--- src/rtl/mac_pkg.sv ---
`default_nettype none
// +--------------------------------------------------------------------------+
// | Module : mac_pkg                                                         |
// | Brief  : Widths and types shared by the square-accumulate MAC and FIFO.  |
// | Rev    : 1.0                                                             |
// +--------------------------------------------------------------------------+
package mac_pkg;
  localparam int MAC_IN_W  = 8;
  localparam int MAC_ACC_W = 20;

  typedef logic [MAC_ACC_W-1:0] acc_t;
endpackage
`default_nettype wire

--- src/rtl/fifo_mem.sv ---
`default_nettype none
// +--------------------------------------------------------------------------+
// | Module : fifo_mem                                                        |
// | Brief  : DEPTH x WIDTH register array, sync write port, async read port. |
// | Rev    : 1.0                                                             |
// +--------------------------------------------------------------------------+
module fifo_mem
  import mac_pkg::*;
#(
  parameter int WIDTH = MAC_ACC_W,
  parameter int DEPTH = 4,
  parameter int AW    = 2
) (
  input  logic             clk,
  input  logic             we,
  input  logic [AW-1:0]    waddr,
  input  logic [WIDTH-1:0] wdata,
  input  logic [AW-1:0]    raddr,
  output logic [WIDTH-1:0] rdata
);

  logic [WIDTH-1:0] mem_q [DEPTH];

  // Contents are never reset; the control logic tracks which entries are live.
  always_ff @(posedge clk) begin
    if (we) begin
      mem_q[waddr] <= wdata;
    end
  end

  assign rdata = mem_q[raddr];

endmodule
`default_nettype wire

--- src/rtl/mac_out_fifo.sv ---
`default_nettype none
// +--------------------------------------------------------------------------+
// | Module : mac_out_fifo                                                    |
// | Brief  : Show-ahead output FIFO after the MAC; drops on full and flags a |
// |          sticky overflow. MAC_FIFO_DROP_CNT_EN adds a saturating         |
// |          drop_count output.                                              |
// | Rev    : 1.0                                                             |
// +--------------------------------------------------------------------------+
module mac_out_fifo
  import mac_pkg::*;
#(
  parameter int WIDTH = MAC_ACC_W,
  parameter int DEPTH = 4
) (
  input  logic                         clk,
  input  logic                         reset,
  input  logic [WIDTH-1:0]             f_in,
  input  logic                         valid_in,
  input  logic                         ready_in,
  output logic [WIDTH-1:0]             data_out,
  output logic                         valid_out,
  output logic [$clog2(DEPTH+1)-1:0]   count,
  output logic                         full,
  output logic                         overflow
`ifdef MAC_FIFO_DROP_CNT_EN
  ,
  output logic [7:0]                   drop_count
`endif
);

  localparam int PW = (DEPTH > 1) ? $clog2(DEPTH) : 1;
  localparam int CW = $clog2(DEPTH+1);
  localparam logic [PW-1:0] c_last_ptr = PW'(DEPTH-1);
  localparam logic [CW-1:0] c_full_cnt = CW'(DEPTH);

  logic [PW-1:0]    wr_ptr_q, wr_ptr_d;
  logic [PW-1:0]    rd_ptr_q, rd_ptr_d;
  logic [CW-1:0]    count_q, count_d;
  logic             overflow_q, overflow_d;
  logic             w_pop, w_push, w_drop, w_full, w_nempty;
  logic [WIDTH-1:0] w_rdata;

  // Explicit wrap so non-power-of-two depths work.
  function automatic logic [PW-1:0] ptr_inc(input logic [PW-1:0] p);
    return (p == c_last_ptr) ? '0 : p + 1'b1;
  endfunction

  assign w_nempty = (count_q != '0);
  assign w_full   = (count_q == c_full_cnt);
  assign w_pop    = w_nempty & ready_in;
  assign w_push   = valid_in & (~w_full | w_pop);
  assign w_drop   = valid_in & w_full & ~w_pop;

  always_comb begin
    wr_ptr_d   = wr_ptr_q;
    rd_ptr_d   = rd_ptr_q;
    count_d    = count_q;
    overflow_d = overflow_q | w_drop;
    if (w_push) wr_ptr_d = ptr_inc(wr_ptr_q);
    if (w_pop)  rd_ptr_d = ptr_inc(rd_ptr_q);
    case ({w_push, w_pop})
      2'b10:   count_d = count_q + 1'b1;
      2'b01:   count_d = count_q - 1'b1;
      default: count_d = count_q;
    endcase
  end

  always_ff @(posedge clk) begin
    if (reset) begin
      wr_ptr_q   <= '0;
      rd_ptr_q   <= '0;
      count_q    <= '0;
      overflow_q <= 1'b0;
    end else begin
      wr_ptr_q   <= wr_ptr_d;
      rd_ptr_q   <= rd_ptr_d;
      count_q    <= count_d;
      overflow_q <= overflow_d;
    end
  end

  fifo_mem #(
    .WIDTH (WIDTH),
    .DEPTH (DEPTH),
    .AW    (PW)
  ) u_mem (
    .clk   (clk),
    .we    (w_push & ~reset),
    .waddr (wr_ptr_q),
    .wdata (f_in),
    .raddr (rd_ptr_q),
    .rdata (w_rdata)
  );

  assign data_out  = w_nempty ? w_rdata : '0;
  assign valid_out = w_nempty;
  assign count     = count_q;
  assign full      = w_full;
  assign overflow  = overflow_q;

`ifdef MAC_FIFO_DROP_CNT_EN
  logic [7:0] drop_cnt_q, drop_cnt_d;

  always_comb begin
    drop_cnt_d = drop_cnt_q;
    if (w_drop && (drop_cnt_q != 8'hFF)) drop_cnt_d = drop_cnt_q + 8'd1;
  end

  always_ff @(posedge clk) begin
    if (reset) drop_cnt_q <= 8'd0;
    else       drop_cnt_q <= drop_cnt_d;
  end

  assign drop_count = drop_cnt_q;
`endif

endmodule
`default_nettype wire
--- config.mk ---
export PLATFORM = sky130hd
export DESIGN_NAME = mac_out_fifo
export DESIGN_NICKNAME = d
export VERILOG_FILES = /design/src/rtl/mac_pkg.sv /design/src/rtl/fifo_mem.sv /design/src/rtl/mac_out_fifo.sv
export SDC_FILE = /design/constraint.sdc
export NUM_CORES = 1
export LEC_CHECK = 0
export ABC_AREA = 1
export BUFFER_PORTS_ARGS = -buffer_cell sky130_fd_sc_hd__buf_2
export CAP_MARGIN = 20
export CORE_MARGIN = 4
export CORE_UTILIZATION = 30
export CTS_CLUSTER_DIAMETER = 100
export DETAILED_ROUTE_END_ITERATION = 10
export GPL_ROUTABILITY_DRIVEN = 0
export PLACE_DENSITY_LB_ADDON = 0.05
export SYNTH_ARGS = -nofsm -noshare
export SYNTH_HDL_FRONTEND = slang
export SYNTH_SLANG_ARGS = --single-unit
export TNS_END_PERCENT = 10
--- constraint.sdc ---
create_clock -name clk -period 4.5 [get_ports clk]
set_input_delay 0.225 -clock clk [delete_from_list [all_inputs] [get_ports clk]]
set_output_delay 0.225 -clock clk [all_outputs]
set_load 0.01 [all_outputs]
After elaboration in Yosys (flattened, before gate mapping)
Memories as Yosys holds them, arrays and structs flattened. A register that Yosys moved wholly into a read port is not among the register bits.
Index checks and enable logic that the tools add are counted.
- bits in registers: 8
- latch bits: 0
- memories kept: 1
- ROM bits: 0
- logic and storage cells: 34
- RAM bits: 80
- output and inout port bits: 26
- memories (memory ; words ; bits a word ; rd ports ; clocked after Yosys merged registers in ; wr ports ; line ; RTL):
    u_mem.mem_q ; 4 ; 20 ; 1 ; 1 ; 1 ; fifo_mem.sv:22 ; logic [WIDTH-1:0] mem_q [DEPTH];
- multiply operators: 0
- muxes and demuxes: 8
- equality and inequality tests: 5
- shifts and indexed selects: 0
- order comparisons: 0
- div/mod/pow operators: 0
- reductions and logical operators: 2
- add/sub/neg operators: 4
- bitwise gates (word level): 10
- operator list (cell ; number):
    $mux W20 ; 1
    $mux W2 ; 4
    $eq A2 B2 Y1 const B ; 3
    $pmux W3 S2 ; 1
    $and A1 B1 Y1 ; 5
    $add A2 B1 Y2 const B ; 2
    $add A3 B1 Y3 const B ; 1
    $eq A3 B3 Y1 const B ; 1
    $not A1 Y1 ; 3
    $reduce_bool A3 Y1 ; 1
    $sub A3 B1 Y3 const B ; 1
    $eq A2 B1 Y1 const B ; 1
    $mux W1 ; 2
    $or A1 B1 Y1 ; 2
    $reduce_bool A2 Y1 ; 1

Logic depth before layout (Yosys ltp)
Gate-level depths: netlist of run 1.
- word-level depth: 7
- gate-level depth with buffers: 10

Modules after synthesis
From an unflattened synthesis of run 1, not the netlist that was laid out.
- cell total of the unflattened synthesis: 425
- area total of the unflattened synthesis: 4051.4 µm²
- modules (own cells, without submodules) (module ; cells an instance ; times used ; area an instance (µm²) ; seq. area each (µm²)):
    fifo_mem ; 322 ; 1 ; 3425.8 ; 2402.3
    mac_out_fifo ; 103 ; 1 ; 625.6 ; 160.2

Least setup slack after synthesis of run 1
OpenSTA, ideal clock, no wires.
- path type: register -> register
- start: reg count_q[1], in the netlist count[1]
- end: mem u_mem.mem_q[0][0] (netlist bit) (enable)
- path slack: 2.340 ns
- period minus slack after synthesis: 2.160 ns
- arrival time: 1.763 ns
- setup time: 0.397 ns
- cell stages (with the launch flop): 7
- cell sequence: dfxtp_1 -> nor2_4 -> nand2_1 -> inv_2 -> nand2_4 -> nand3_2 -> nor2_1
- cells in the longest elaborated chain, start to end: 7
- elaborated cells between the ends (all ways): 9
- ends and longest elaborated chain (what ; line ; RTL):
    start: declaration ; mac_out_fifo.sv:38 ; logic [CW-1:0] count_q, count_d;
    start signal: assignment ; mac_out_fifo.sv:77 ; count_q <= count_d;
    $eq A3 B3 Y1 ; mac_out_fifo.sv:49 ; assign w_full = (count_q == c_full_cnt);
    net full ; mac_out_fifo.sv:23 ; output logic full,
    $not A1 Y1 ; mac_out_fifo.sv:51 ; assign w_push = valid_in & (~w_full | w_pop);
    $or A1 B1 Y1 ; mac_out_fifo.sv:51 ;
    $and A1 B1 Y1 ; mac_out_fifo.sv:51 ;
    $and A1 B1 Y1 ; mac_out_fifo.sv:88 ; .we (w_push & ~reset),
    $mux W1 ; fifo_mem.sv:26 ; if (we) begin
    $mux W1 (implied by the code) ; fifo_mem.sv:27 ; mem_q[waddr] <= wdata;
    end: declaration ; fifo_mem.sv:22 ;
The timed path passes the listed nets, and every way through them passes these cells.

==> summary.md, run 1 <==
| Metric | Value |
|---|---|
| Die area | `14100 sq um` |
| Multi-input logic area | `950 sq um` |
| Worst-margin pin slew | `0.821 ns` |
| IO Count | `50` |
| Top cell type by total area after synthesis | `edfxtp_1` |
| CTS max path bufs | `2` |
| Clock transition at the registers of the reported paths | `0.06 ns` |
| Crit path cell chain | `buf_4 -> inv_1 -> buf_4 -> o21ai_0 -> a21oi_1 -> buf_2` |
| Status | `finished, final reports clean` |
| Initial antenna violation count | `0` |
| DRT iter0 DRCs | `100` |
| Critical path capture point type | `primary output` |
| Share of the synthesized area in the top cell type | `65.4%` |
| Leakage power | `1.65 nW` |
| Final Max Slew Viols | `0` |
| Unrepaired setup endpoints after global routing | `no` |
| Most common cell after layout, fill and taps aside | `nor2_1` |
| Vias per cell | `4.56` |
| Htree depth | `3` |
| CP top delay family | `buffers and inverters` |
| ANT cells | `0` |
| Slowest Stage Delay on Critical Path | `0.39 ns` |
| Post-route ant nets | `0` |
| Die height | `119 um` |
| Syn nets | `337` |
| Met3 usage | `3.11%` |
| Number of global-route vias before repair | `2460` |
| Crit-path slowest cell | `buf_4` |
| Final hold vios | `0` |
| Met2 Usage GRT | `19.4%` |
| Grt total ovfl | `0` |
| Final wirelength | `7950 um` |
| CTS Hold Bufs | `0` |
| Worst hold path class | `in2reg` |
| DR WL/cell | `15.6 um` |
| FF+latch count, synth | `90` |
| Max Freq | `402 MHz` |
| Data required time at the worst endpoint | `4.28 ns` |
| Post-CTS sizing | `0` |
| Synth area leaders | `edfxtp_1 65%, nor2_1 9.2%, dfxtp_1 5.4%` |
| Via count | `2330` |
| Initial Util | `30.6%` |
| Worst Path Arrival | `2.26 ns` |
| Most Used Layer, Global Route | `met2` |
| Area after DPL | `4100 sq um` |
| Cells after Synth | `307` |
| Commonest non-fill, non-tap cells in the layout | `86 x nor2_1, 80 x edfxtp_1, 49 x buf_2, 33 x o21ai_0, 23 x a21oi_1` |
| Fillers | `1214` |
| Crit path depth | `6` |
| Std cell rows | `40` |
| Inserted Clock Buffers | `9` |
| CP startpoint kind | `flip-flop` |
| Core ar. | `12000 sq um` |
| Synth Area per Inst | `12.0 sq um` |
| Area grow syn2layout | `19.2%` |
| Synth warnings | `0` |
| DRC | `0` |
| Met1 Usage GRT | `15.1%` |
| Placed cells | `495` |
| Synthesized area | `3680 sq um` |
| Synth cell types | `25` |
| Finished Layout Cells | `511` |
| Hold depth | `2` |
| First-pass GRT wire length | `13000 um` |
| Reg2reg path depth | `7` |
| Crit Path Category | `reg2out` |
| Most used cell, CP | `buf_4` |
| Skew final | `0.00414 ns` |
| DRT Pass-1 Iters | `4` |
| Largest net degree at the start of global routing | `42` |
| Global Route Usage Sum | `12.1%` |
| Crit path buf inv count | `4` |
| PortBufs | `49` |
| Post-synth EDFFs | `80` |
| Hpwl dp | `4660 um` |
| Die X-Extent | `119 um` |
| Final setup vio count | `0` |
| Max transition margin | `45.2%` |
| FF+latch area | `2600 sq um` |
| Top FF cell, synth | `edfxtp_1` |
| Worst IR Drop VDD | `0.155 mV` |
| CTS sink cnt | `90` |
| Tcrit/Tclk final | `55.3%` |
| Clk_lat worst skew | `0.34 ns` |
| Setup TNS | `0 ns` |
| TritonCTS clock tree | `built` |
| Final Total Pwr | `2.20 mW` |
| Tmin final | `2.49 ns` |
| Root buf cell | `clkbuf_16` |
| Hold Worst Slack | `0.0552 ns` |
| Post-route cell area | `4380 sq um` |
| Share of post-route cells with drive strength above 1 | `24.2%` |
| Max-cap violations | `0` |
| Sequential area share after synthesis | `70.8%` |
| Power density cells | `502 nW/um^2` |
| Async set or reset register ratio after synthesis | `0%` |
| Crit path max fanout | `41` |
| # nets final | `389` |
| # Post-CTS Setup Buffers | `0` |
## layer usage
| layer | vias up | share of wire, % |
|---|---|---|
| met3 | 9 | 4.6 |
| met5 | - | 0 |
| met2 | 44 | 47 |
| li1 | 1167 | - |
| met1 | 1110 | 46 |
| met4 | 0 | 1.8 |
## path summary, 6_finish.rpt
check / start / endpoint / slack (ns)
worst max-delay path: flip-flop / data_out[12] / 2.01
worst min-delay path: reset / count[0] / 0.06
worst max register to register: count[1] / u_mem.mem_q[3][16] / 2.82
worst min register to register: overflow / overflow / 0.46
## registers in the layout (all words and copies together), names as in the netlist, named ones only
register,cells
count,3
overflow,1
rd_ptr_q,2
u_mem.mem_q,80
wr_ptr_q,2
## cell families after synthesis
logic type,synth area share (%)
AO/OA/AOI/OAI,10.2
adder cells (fa/ha/maj),2.25
buffers and inverters,3.64
flip-flops,70.8
AND/OR/NAND/NOR,13.1
## power breakdown
part	leakage [nW]	switching, mW	internal, mW
clock	0.140	0.300	0.423
combinational	0.699	0.337	0.170
sequential	0.809	0.0186	0.953
total	1.65	0.655	1.55
## stage by stage
step	util (%)	setup slack [ns]
final	36.5	2.01
after CTS	36.5	1.94
after floorplan	-	2.34
after global placement	34.1	2.34
after detailed placement	34.1	2.32
after global routing	36.5	1.75
## synth_stat cells (5+ instances only)
master	number
o21ai_1	12
o21ai_0	33
buf_2	7
ha_1	5
dfxtp_1	10
a21oi_1	23
inv_1	14
edfxtp_1	80
nor2_1	90
## cell type report
class                      instances  area share (%)
clock buffer                       9            5.14
clock inverter                     7            1.37
inverter                          17            1.46
multi-input combinational        185            21.7
sequential                        90            59.4
tap                              147            4.20
timing repair buffer              56            6.79
Power figures use the tool's default switching activity.
==> run 2, diff against run 1 <==
==> constraint.sdc (replaced) <==
create_clock -name clk -period 2.25 [get_ports clk]
set_input_delay 0.1125 -clock clk [delete_from_list [all_inputs] [get_ports clk]]
set_output_delay 0.1125 -clock clk [all_outputs]
set_load 0.01 [all_outputs]
==> run 2 against run 1 <==
Compared with the run above:
- non-clock buffer count increased by 17
- clock skew increased by 0.0019 ns
- global-route usage increased by 0.39 points
- cell count increased by 3.3%
- utilization increased by 1.6 points
- largest power group unchanged
==> summary.md, run 2 (synthesis results as in run 1) <==
| Metric | Value |
|---|---|
| Via count | `2389 (+2.5%)` |
| Hold Worst Slack | `0.00625 ns (-0.0490 ns)` |
| Initial Util | `30.6% (unchanged)` |
| FF-to-FF Start | `count[1]` |
| Crit path depth | `6 (unchanged)` |
| Crit path cell chain | `nor2_4 -> nand2_4 -> inv_1 -> buf_4 -> a21oi_1 -> buf_2` |
| Post-route cell area | `4580 sq um (+4.5%)` |
| Worst hold path class | `in2reg` |
| Power density cells | `1000 nW/um^2 (+100%)` |
| Worst IR Drop VDD | `0.410 mV (+160%)` |
| Die X-Extent | `119 um (unchanged)` |
| Final setup vio count | `0 (unchanged)` |
| Reg2reg path depth | `7 (unchanged)` |
| Hpwl dp | `5230 um (+12%)` |
| Final Total Pwr | `4.60 mW (+110%)` |
| Die area | `14100 sq um (unchanged)` |
| DRT Pass-1 Iters | `4 (unchanged)` |
| R2r endpoint | `u_mem.mem_q[1][12]` |
| Clock transition at the registers of the reported paths | `0.06 ns (about the same)` |
| Multi-input logic area | `950 sq um (unchanged)` |
| Std cell rows | `40 (unchanged)` |
| Post-CTS sizing | `0 (unchanged)` |
| CP Capture Point | `data_out[15]` |
| CP startpoint kind | `flip-flop` |
| DR WL/cell | `15.5 um (about the same)` |
| Largest net degree at the start of global routing | `41 (-2.4%)` |
| Final hold vios | `0 (unchanged)` |
| CTS max path bufs | `2 (unchanged)` |
| Status | `finished, final reports clean` |
| CTS sink cnt | `90 (unchanged)` |
| R2R setup slack | `0.59 ns (-2.23 ns)` |
| Data required time at the worst endpoint | `2.14 ns (-2.14 ns)` |
| Worst Path Arrival | `1.89 ns (-0.37 ns)` |
| Die height | `119 um (unchanged)` |
| # Post-CTS Setup Buffers | `0 (unchanged)` |
| Post-route ant nets | `0 (unchanged)` |
| CP top delay family | `buffers and inverters` |
| Share of post-route cells with drive strength above 1 | `24.4% (+0.23 points)` |
| Crit. Startpoint | `count[1]` |
| Clk_lat worst skew | `0.33 ns (about the same)` |
| Crit path max fanout | `15 (-63%)` |
| Most common cell after layout, fill and taps aside | `nor2_1` |
| Final worst slack | `0.246 ns (-1.76 ns)` |
| Tmin final | `2.00 ns` |
| Unrepaired setup endpoints after global routing | `no` |
| Leakage power | `1.74 nW (+5.4%)` |
| Final wirelength | `8210 um (+3.2%)` |
| CTS Hold Bufs | `13 (+13)` |
| PortBufs | `49 (unchanged)` |
| Final Max Slew Viols | `0 (unchanged)` |
| Fillers | `1185 (-2.4%)` |
| Htree depth | `3 (unchanged)` |
| Placement Setup Slack | `0.563 ns (-1.76 ns)` |
| Critical path capture point type | `primary output` |
| Tcrit/Tclk final | `89.1%` |
| Max transition margin | `49.4% (+4.2 points)` |
| DRC | `0 (unchanged)` |
| Core ar. | `12000 sq um (unchanged)` |
| Area grow syn2layout | `24.5%` |
| Crit path buf inv count | `3 (-1)` |
| Largest register FFs | `80 (unchanged)` |
| TritonCTS clock tree | `built` |
| Crit Path Category | `reg2out` |
| DRT iter0 DRCs | `103 (+3.0%)` |
| # nets final | `406 (+4.4%)` |
| Global Route Usage Sum | `12.5% (+0.39 points)` |
| Commonest non-fill, non-tap cells in the layout | `86 x nor2_1, 80 x edfxtp_1, 49 x buf_2, 33 x o21ai_0, 23 x a21oi_1` |
| First-pass GRT wire length | `13400 um (+3.7%)` |
| Setup TNS | `0 ns (unchanged)` |
| Max-cap violations | `0 (unchanged)` |
| Area after DPL | `4130 sq um (+0.73%)` |
| Root buf cell | `clkbuf_16` |
| FF+latch area | `2600 sq um (unchanged)` |
| Vias per cell | `4.52 (-0.77%)` |
| Skew final | `0.00600 ns (+0.00187 ns)` |
| Slowest Stage Delay on Critical Path | `0.49 ns (+0.10 ns)` |
| Initial antenna violation count | `0 (unchanged)` |
| Max Freq | `499 MHz` |
| IO Count | `50 (unchanged)` |
| Inserted Clock Buffers | `9 (unchanged)` |
| Worst-margin pin slew | `0.758 ns (-0.0623 ns)` |
| Most flops, register | `u_mem.mem_q` |
| Grt total ovfl | `0 (unchanged)` |
| Number of global-route vias before repair | `2488 (+1.1%)` |
| Crit-path slowest cell | `inv_1` |
| ANT cells | `0 (unchanged)` |
[run 2: area by class of cell]
type                       count  share of cell area (%)
clock buffer                  11                    5.30
clock inverter                 5                    1.69
multi-input combinational    185                    20.7
tap                          147                    4.02
sequential                    90                    56.8
timing repair buffer          73                    10.0
inverter                      17                    1.39
[run 2: worst reg2reg max path, delay by kind of cell (launching register included)]
family        cells  cell delay, ns
buf+inv           2            0.39
flops             1            0.42
simple gates      5            0.52
[run 2: worst min path at each step]
stage / end / slack (ns) / cells past startpoint / from
floorplan: count[0] / 0.17 / 1 / reset
global placement: count[0] / 0.29 / 2 / reset
detailed placement: count[0] / 0.29 / 2 / reset
CTS: u_mem.mem_q[3][0] / 0.0005 / 1 / f_in[0]
global route: u_mem.mem_q[3][3] / 0.007 / 1 / f_in[3]
finish: u_mem.mem_q[3][9] / 0.006 / 1 / f_in[9]
[run 2: report_power, final]
part           leakage (nW)  switching, mW  total, mW  internal, mW
Sequential            0.809         0.0390       1.95          1.91
Combinational         0.773          0.685       1.06         0.373
Clock                 0.156          0.597       1.60         0.999
Total                  1.74           1.32       4.60          3.28
[run 2: layer usage]
layer	share of wire [%]	track usage [%]	wire, um
met5	0	0	0
met4	1.9	5.87	157
met3	3.4	2.34	278
met2	46	19.1	3760
met1	49	17.1	4010
[run 2: metrics by stage]
step,util (%),cells
finish,38.1,528
global route,38.1,528
CTS,38.1,528
detailed placement,34.4,499
global placement,34.4,499
floorplan,-,307
==> run 3, diff against run 2 <==
--- a/config.mk
+++ b/config.mk
@@ -5,9 +5,8 @@
 export SDC_FILE = /design/constraint.sdc
 export NUM_CORES = 1
 export LEC_CHECK = 0
-export ABC_AREA = 1
 export BUFFER_PORTS_ARGS = -buffer_cell sky130_fd_sc_hd__buf_2
-export CAP_MARGIN = 20
+export CAP_MARGIN = 10
 export CORE_MARGIN = 4
 export CORE_UTILIZATION = 30
 export CTS_CLUSTER_DIAMETER = 100
==> run 3 against run 2 <==
Compared with the run above:
- sequential share of layout area is 0.12 points higher
- cell count is 21% lower
- die area is 0.66% lower
- combinational power is 37% lower
- total power is 9.8% lower
- flip-flop and latch count stayed put
- first-iteration DRC count is 38% lower
- clock skew is 0.0012 ns higher
- register-to-register slack worse by 0.22 ns
- clock power is 3% lower
- largest power group unchanged
- highest routed layer unchanged
==> summary.md, run 3 <==
| Metric | Value |
|---|---|
| FF+latch count, synth | `90 (unchanged)` |
| Final Max Slew Viols | `0 (unchanged)` |
| CP startpoint kind | `flip-flop` |
| DRT Pass-1 Iters | `4 (unchanged)` |
| CTS max path bufs | `2 (unchanged)` |
| Synth warnings | `0 (unchanged)` |
| Post-Route M1 WL | `3420 um (-15%)` |
| TritonCTS clock tree | `built` |
| Largest register FFs | `80 (unchanged)` |
| ANT cells | `0 (unchanged)` |
| Met3 WL | `303 um (+9.0%)` |
| Post-synth EDFFs | `80 (unchanged)` |
| IO Count | `50 (unchanged)` |
| Root buf cell | `clkbuf_16` |
| Synth area leaders | `edfxtp_1 66%, mux4_2 12%, dfxtp_1 5.5%` |
| Critical path capture point type | `flip-flop` |
| Synth cell types | `36 (+44%)` |
| Status | `finished, final reports clean` |
| Synth Area in Adders | `2.26% (+0.016 points)` |
| Area grow syn2layout | `25.2%` |
| Crit Path Category | `reg2reg` |
| Final hold vios | `0 (unchanged)` |
| Clk_lat worst skew | `0.33 ns (about the same)` |
| Worst-margin pin slew | `0.491 ns (-0.267 ns)` |
| Inserted Clock Buffers | `9 (unchanged)` |
| Global Route Usage Sum | `11.0% (-1.5 points)` |
| Share of post-route cells with drive strength above 1 | `37.1% (+13 points)` |
| Clock transition at the registers of the reported paths | `0.06 ns (about the same)` |
| Synth Area per Inst | `18.5 sq um (+55%)` |
| Most flops, register | `u_mem.mem_q` |
| First-pass GRT wire length | `11500 um (-14%)` |
| PortBufs | `49 (unchanged)` |
| Largest net degree at the start of global routing | `22 (-46%)` |
| Number of global-route vias before repair | `2032 (-18%)` |
| Cells after Synth | `197 (-36%)` |
| DRC | `0 (unchanged)` |
| Data required time at the worst endpoint | `2.46 ns (+0.32 ns)` |
| Die area | `14000 sq um (-0.66%)` |
| Post-route ant nets | `0 (unchanged)` |
| CTS Hold Bufs | `16 (+3)` |
| Tmin final | `1.88 ns (-0.124 ns)` |
| Async set or reset register ratio after synthesis | `0% (unchanged)` |
| FF+latch area | `2600 sq um (about the same)` |
| Power density cells | `908 nW/um^2 (-9.6%)` |
| Worst IR Drop VDD | `0.314 mV (-24%)` |
| Std cell rows | `40 (unchanged)` |
| DR WL/cell | `17.1 um (+9.7%)` |
| Unrepaired setup endpoints after global routing | `no` |
| Compound-Gate Fraction of Synth Area | `2.74% (-7.4 points)` |
| Multi-input logic area | `976 sq um (+2.8%)` |
| Grt total ovfl | `0 (unchanged)` |
| CTS sink cnt | `90 (unchanged)` |
| Max-cap violations | `0 (unchanged)` |
| Most common cell after layout, fill and taps aside | `edfxtp_1` |
| Final Total Pwr | `4.15 mW (-9.8%)` |
| Commonest non-fill, non-tap cells in the layout | `80 x edfxtp_1, 49 x buf_2, 20 x mux4_2, 20 x nor2b_1, 16 x dlygate4sd3_1` |
| Share of the synthesized area in the top cell type | `65.8% (+0.47 points)` |
| Tcrit/Tclk final | `83.5% (-5.5 points)` |
| Die height | `118 um (-0.33%)` |
| Final setup vio count | `0 (unchanged)` |
| Syn nets | `227 (-33%)` |
| Post-CTS sizing | `0 (unchanged)` |
| Fillers | `1112 (-6.2%)` |
| Worst Path Arrival | `2.09 ns (+0.20 ns)` |
| Setup TNS | `0 ns (unchanged)` |
| Worst hold path class | `in2reg` |
| Hold Worst Slack | `0.0119 ns (+0.00567 ns)` |
| Sequential area share after synthesis | `71.3% (+0.51 points)` |
| Top FF cell, synth | `edfxtp_1` |
| Post-Synth Simple-Gate Area | `7.27% (-5.9 points)` |
| Htree depth | `3 (unchanged)` |
| Wire length on met2 | `3290 um (-13%)` |
| Final worst slack | `0.370 ns (+0.124 ns)` |
| Crit path max fanout | `10 (-5)` |
| Top post-synthesis cells by count | `80 x edfxtp_1, 20 x mux4_2, 20 x nor2b_1` |
| # Post-CTS Setup Buffers | `0 (unchanged)` |
| Vias per cell | `4.54 (+0.38%)` |
| Final wirelength | `7150 um (-13%)` |
| Final core occ | `38.2% (+0.097 points)` |
| Die X-Extent | `118 um (-0.33%)` |
| Skew final | `0.00720 ns (+0.00120 ns)` |
| Synthesized area | `3650 sq um (-0.71%)` |
| Max transition margin | `67.0% (+18 points)` |
| Largest family of logic cells by synthesized area | `multiplexers` |
| Max Freq | `532 MHz (+6.6%)` |
| Initial antenna violation count | `0 (unchanged)` |
| Via count | `1903 (-20%)` |
| DRT iter0 DRCs | `64 (-38%)` |
| Initial Util | `30.5% (-0.092 points)` |
| Placement Setup Slack | `0.379 ns (-0.184 ns)` |
| Post-synthesis mux area share | `13.3% (+13 points)` |
| XOR/XNOR share of the synthesized area | `0.480% (+0.48 points)` |
| Top cell type by total area after synthesis | `edfxtp_1` |
| Most common cell in the netlist | `edfxtp_1` |
| # nets final | `299 (-26%)` |
| Leakage power | `1.61 nW (-7.5%)` |
| DR top layer | `met4` |
| Hpwl dp | `4240 um (-19%)` |
| Core ar. | `12000 sq um (-0.42%)` |
## run 3: logic make-up after synthesis
kind of cell,after synthesis
multiplexers,23
flip-flops,90
AND/OR/NAND/NOR,44
AO/OA/AOI/OAI,13
adder cells (fa/ha/maj),6
buffers and inverters,19
XOR/XNOR,2
## run 3: layer usage
layer | global-route usage (%) | vias up
met1 | 14.8 | 938
met5 | 0 | -
li1 | - | 912
met3 | 2.44 | 10
met2 | 16.7 | 43
met4 | 5.27 | 0
## run 3: critical path, stage by stage (launching register included)
cell	delay (ns)
dfxtp_1	0.52
nor3_2	0.09
or3_1	0.33
fa_1	0.38
nand2b_1	0.17
o211ai_1	0.17
a31oi_1	0.10
## run 3: path summary, 6_finish.rpt
check | start | to | slack (ns) | cells past startpoint
setup / recovery | count[0] | count[2] | 0.37 | 6
setup reg to reg | count[0] | count[2] | 0.37 | 6
hold / removal | f_in[1] | u_mem.mem_q[2][1] | 0.01 | 1
hold reg to reg | overflow | overflow | 0.48 | 2
## run 3: power by group
part | switching (mW) | internal [mW] | total (mW)
clock | 0.588 | 0.960 | 1.55
combinational | 0.350 | 0.319 | 0.668
sequential | 0.0418 | 1.89 | 1.93
total | 0.980 | 3.17 | 4.15
## run 3: layout make-up
cell class / count / share of cell area (%)
clock buffer: 9 / 4.93
inverter: 8 / 0.657
tap: 147 / 4.02
multi-input combinational: 88 / 21.4
timing repair buffer: 72 / 10.3
sequential: 90 / 57.0
clock inverter: 5 / 1.78
## run 3: metrics by stage
stage | cells | cell area (sq um)
after global placement | 389 | 4100
after floorplan | 197 | 3650
final | 419 | 4570
after global routing | 419 | 4570
after CTS | 419 | 4570
after detailed placement | 389 | 4100
